--- src/rtl/oled_screen_arbiter.sv ---
// Selects which screen source drives the OLED and sequences menu/board/game-over with blank gaps.
// Latency: pixel_data is registered 1 cycle after the state; screen/board_active change with the state.
// Backpressure: none; requests are latched as sticky flags and committed only on frame_begin.
module oled_screen_arbiter #(
    parameter int unsigned BLANK_FRAMES     = 2,
    parameter int unsigned OVER_HOLD_FRAMES = 60,
    parameter logic [15:0] BLANK_COLOUR     = 16'h0000
) (
    input  logic        clk,
    input  logic        resetn,
    input  logic        frame_begin,
    input  logic [12:0] pixel_index,
    input  logic        start_req,
    input  logic        game_over,
    input  logic        abort,
    input  logic [15:0] menu_pixel,
    input  logic [15:0] board_pixel,
    input  logic [15:0] over_pixel,
    output logic [15:0] pixel_data,
    output logic [1:0]  screen,
    output logic        board_active,
    output logic [7:0]  frame_count
);

    typedef enum logic [1:0] {
        S_MENU  = 2'd0,
        S_BLANK = 2'd1,
        S_BOARD = 2'd2,
        S_OVER  = 2'd3
    } state_t;

    localparam logic [7:0] BLANK_LOAD = 8'(BLANK_FRAMES - 1);
    localparam logic [7:0] OVER_LOAD  = 8'(OVER_HOLD_FRAMES - 1);

    state_t     state, target;
    state_t     nxt_state, nxt_target;
    logic [7:0] cnt, nxt_cnt;
    logic       pend_start, pend_over, pend_abort;
    logic       eff_start, eff_over, eff_abort;
    logic       state_change;

    // The pixel index is consumed by the screen sources, not by the mux.
    logic unused_pixel_index;
    assign unused_pixel_index = ^pixel_index;

    assign eff_start = pend_start | start_req;
    assign eff_over  = pend_over  | game_over;
    assign eff_abort = pend_abort | abort;

    always_comb begin
        nxt_state  = state;
        nxt_target = target;
        nxt_cnt    = cnt;
        if (frame_begin) begin
            unique case (state)
                S_MENU: begin
                    if (eff_start) begin
                        nxt_state  = S_BLANK;
                        nxt_target = S_BOARD;
                        nxt_cnt    = BLANK_LOAD;
                    end
                end
                S_BOARD: begin
                    if (eff_abort) begin
                        nxt_state  = S_BLANK;
                        nxt_target = S_MENU;
                        nxt_cnt    = BLANK_LOAD;
                    end else if (eff_over) begin
                        nxt_state = S_OVER;
                        nxt_cnt   = OVER_LOAD;
                    end
                end
                S_OVER: begin
                    if (eff_abort || cnt == 8'd0) begin
                        nxt_state  = S_BLANK;
                        nxt_target = S_MENU;
                        nxt_cnt    = BLANK_LOAD;
                    end else begin
                        nxt_cnt = cnt - 8'd1;
                    end
                end
                S_BLANK: begin
                    // Requests are deliberately ignored while blanking.
                    if (cnt == 8'd0) begin
                        nxt_state = target;
                    end else begin
                        nxt_cnt = cnt - 8'd1;
                    end
                end
                default: nxt_state = S_MENU;
            endcase
        end
    end

    assign state_change = (nxt_state != state);

    always_ff @(posedge clk or negedge resetn) begin
        if (!resetn) begin
            state        <= S_MENU;
            target       <= S_MENU;
            cnt          <= 8'd0;
            pend_start   <= 1'b0;
            pend_over    <= 1'b0;
            pend_abort   <= 1'b0;
            pixel_data   <= 16'h0000;
            screen       <= 2'd0;
            board_active <= 1'b0;
            frame_count  <= 8'd0;
        end else begin
            state        <= nxt_state;
            target       <= nxt_target;
            cnt          <= nxt_cnt;
            screen       <= nxt_state;
            board_active <= nxt_state[1];
            if (frame_begin) begin
                frame_count <= frame_count + 8'd1;
            end
            if (state_change) begin
                pend_start <= 1'b0;
                pend_over  <= 1'b0;
                pend_abort <= 1'b0;
            end else begin
                pend_start <= pend_start | (start_req && state == S_MENU);
                pend_over  <= pend_over  | (game_over && state == S_BOARD);
                pend_abort <= pend_abort | (abort && (state == S_BOARD || state == S_OVER));
            end
            unique case (state)
                S_MENU:  pixel_data <= menu_pixel;
                S_BLANK: pixel_data <= BLANK_COLOUR;
                S_BOARD: pixel_data <= board_pixel;
                default: pixel_data <= over_pixel;
            endcase
        end
    end

endmodule

--- config.mk ---
export PLATFORM = sky130hd
export DESIGN_NAME = oled_screen_arbiter
export DESIGN_NICKNAME = d
export VERILOG_FILES = /design/src/rtl/oled_screen_arbiter.sv
export SDC_FILE = /design/constraint.sdc
export NUM_CORES = 1
export LEC_CHECK = 0
export BUFFER_PORTS_ARGS = -buffer_cell sky130_fd_sc_hd__buf_2
export CAP_MARGIN = 20
export CORE_UTILIZATION = 28
export DETAILED_ROUTE_END_ITERATION = 16
export SYNTH_ARGS = -nofsm -noshare
export SYNTH_HDL_FRONTEND = slang
export SYNTH_SLANG_ARGS = --single-unit
export TNS_END_PERCENT = 1
--- constraint.sdc ---
create_clock -name clk -period 2.5 [get_ports clk]
set_input_delay 0.125 -clock clk [delete_from_list [all_inputs] [get_ports clk]]
set_output_delay 0.125 -clock clk [all_outputs]
set_load 0.01 [all_outputs]
==> out/qor.csv <==
metric,value,unit
via_count_of_the_first_global_routing_pass,1622,
yosysTopAreaCell,dfrtp_1,
fmax,0.492,GHz
cts.htree.levels,2,
hold_violations_final,0,
layout.cells.non_filler,376,
synth.top_cells.by_area,"dfrtp_1, mux2i_1, o21ai_0, nand2_1, o211ai_1",
clock_tree_from_tritoncts,yes,
required,2.68,ns
die-area,0.00752,sq mm
utilization,38.4,%
setup.reg_to_reg.worst_slack,0.47,ns
ios,94,
path_class,flop to flop,
rsz0062_at_grt,no,
final_cell_area,0.00264,sq mm
power.leakage,1.35,nW
power_density,1120,mW/mm^2
max_stage_delay,0.42,ns
hp-class,input port to flop,
final-max-slew-violation-count,0,
seq_area_frac_synth,47.3,%
dpl-instance-area,0.00251,sq mm
worst_hold_margin,0.0319,ns
holdBufCountCts,1,
combined_buffer_and_inverter_count_along_the_critical_path,1,
route.detailed.wl_per_inst,12.6,microns
synth.avg_cell_area,10.2,sq um
cts-root-buf,clkbuf_8,
grt_usage,13.5,%
min_period,2.03,ns
drt_iter0_drc,117,
final.setup_skew,0.00587,ns
end_kind,flop,
post_cts.resized_instances,0,
fillers,714,
timing.critical_path.from_type,flop,
cts_post_setup_buffers_inserted,0,
critPathTopFamily,compound AO/OA/AOI/OAI gates,
crit_chain,"inv_1, ha_1, or4bb_1, o211ai_2, o211ai_1, a32o_1",
row_count,30,
drc_errors,0,
clock_sink_count,38,
post_synth_inst_count,198,
totalNegativeSetupSlack,0,ns
finalWeightedCongestion,0.778,
synth_area,0.00201,sq mm
slew_headroom,42.1,%
die_y,86.7,microns
finalWirelength,4720,microns
placedCellCount,368,
clock_path_buffers,2,
layout-drive-gt1-share,36.1,%
netlist_top_cells_count,"dfrtp_1, o21ai_0, nand2_1",
synth.ff_latch_count,38,
detailedRoute.firstPassIterationCount,4,
worst_setup_hold_path_clk_slew,0.08,ns
maximum_number_of_pins_on_one_net_before_global_route_repair,39,
worst_ep_arrival_time,2.22,ns
detailroute.via_count,1750,
via_cell_ratio,4.65,
yosysTopAreaCellShare,47.3,%
floorplan.initialDensity,29.3,%
vdd_ir_drop_max,0.410,mV
finalNetCount,350,
worst_skew_pair.late_latency,0.29,ns
synth_enable_flop_cells,0,
placeableCoreArea,0.00687,sq mm
antenna_fix_cells,0,
min_period_over_period,81.3,%
grt_first_pass_wirelength,7820,microns
cts_made_buffers,5,
max_slew.worst_pin.slew,0.868,ns
synthesis.nets,268,
async_set_or_reset_register_ratio_after_synthesis,100,%
yosysMostFrequentCell,dfrtp_1,
grt_antenna_before_repair,0,
area_growth,31.1,%
outcome,"finished, final reports clean",
post_synth_num_cell_types,50,
worst_path_max_delay_cell,dfrtp_1,
finalSetupViolCount,0,
hpwl,3390,microns
max_cap_violations,0,
portBuffers,80,
maximum_fanout_encountered_on_the_critical_timing_path,8,
synth-main-ff-cell,dfrtp_1,
yosys_warnings,0,
die_w,86.7,microns
drtAntennaViolNets,0,
grt-ovfl-total,0,
## layout make-up
cell class	instances	area [sq um]	area share (%)
clock buffers	6	82.6	3.13
clock inverters	1	30.0	1.14
inverters	5	18.8	0.712
multi-input cells	145	992	37.7
flip-flops and latches	38	951	36.1
well taps	96	120	4.56
repair buffers	85	440	16.7
## flip-flops by register name, indices dropped and copies added, names as in the netlist
register and cells:
pixel_data 16, pend_over 1, frame_count 8, board_active 1, state 1, target 1
pend_start 1, pend_abort 1, cnt 8
## layout by cell type, fill, tap and decap left out, drive strengths merged, types with 2 or more instances in the layout
cell type / count
o2bb2ai: 3
nor2: 6
nand2: 21
and2: 2
o21ai: 22
nand4: 3
buf: 84
dfrtp: 38
nand2b: 3
or3: 3
nor3: 4
a31oi: 2
xor2: 3
ha: 3
o211ai: 8
or4: 2
a32o: 3
nor4: 2
a21oi: 10
clkbuf: 6
nor2b: 4
mux2i: 16
xnor2: 4
inv: 5
## logic make-up (layout without fill, tap and decap cells)
family / after synthesis / after routing / synth area share [%]
xor+xnor: 7 / 7 / 3.05
flops: 38 / 38 / 47.3
mux: 17 / 17 / 8.52
buf+inv: 15 / 97 / 3.36
fa+ha+maj: 3 / 3 / 1.87
simple gates: 59 / 59 / 16.5
compound gates: 59 / 59 / 19.4
## power by group
group / internal, mW / switching, mW / total, mW / leakage [nW]
sequential: 0.865 / 0.208 / 1.07 / 0.495
combinational: 0.633 / 0.716 / 1.35 / 0.796
clock: 0.319 / 0.214 / 0.534 / 0.0573
total: 1.82 / 1.14 / 2.95 / 1.35
## per-stage QoR
| step | total power, mW | setup slack [ns] |
|---|---|---|
| global placement | 2.43 | 0.499 |
| detailed placement | 2.45 | 0.500 |
| global route | 3.21 | 0.370 |
| finish | 2.95 | 0.468 |
| floorplan | 2.01 | 0.664 |
| CTS | 3.00 | 0.484 |
## metal layers
metal  routed length (microns)  part of all wire, %  GRT usage [%]
met1                      2150                   46           17.3
met2                      2160                   46           20.6
met3                       338                  7.2           4.29
met4                        70                  1.5           6.52
met5                         0                    0              0
## worst reg2reg max path, delay by kind of cell (launching register included)
family / cells / cell delay [ns]
AOI/OAI and AO/OA: 3 / 0.75
adders and majority gates: 1 / 0.20
buffers and inverters: 1 / 0.14
DFF: 1 / 0.42
and+or+nand+nor: 1 / 0.41
## worst paths after layout
path                                start        endpoint  cells after the start
max                                cnt[0]          cnt[3]                      6
min                        menu_pixel[12]  pixel_data[12]                      3
max reg2reg                        cnt[0]          cnt[3]                      6
min reg2reg                frame_count[7]  frame_count[7]                      1
max in group asynchronous          resetn  pixel_data[11]                      2
min in group asynchronous          resetn          cnt[0]                      2
No activity file was read; power rests on OpenSTA's default activity.
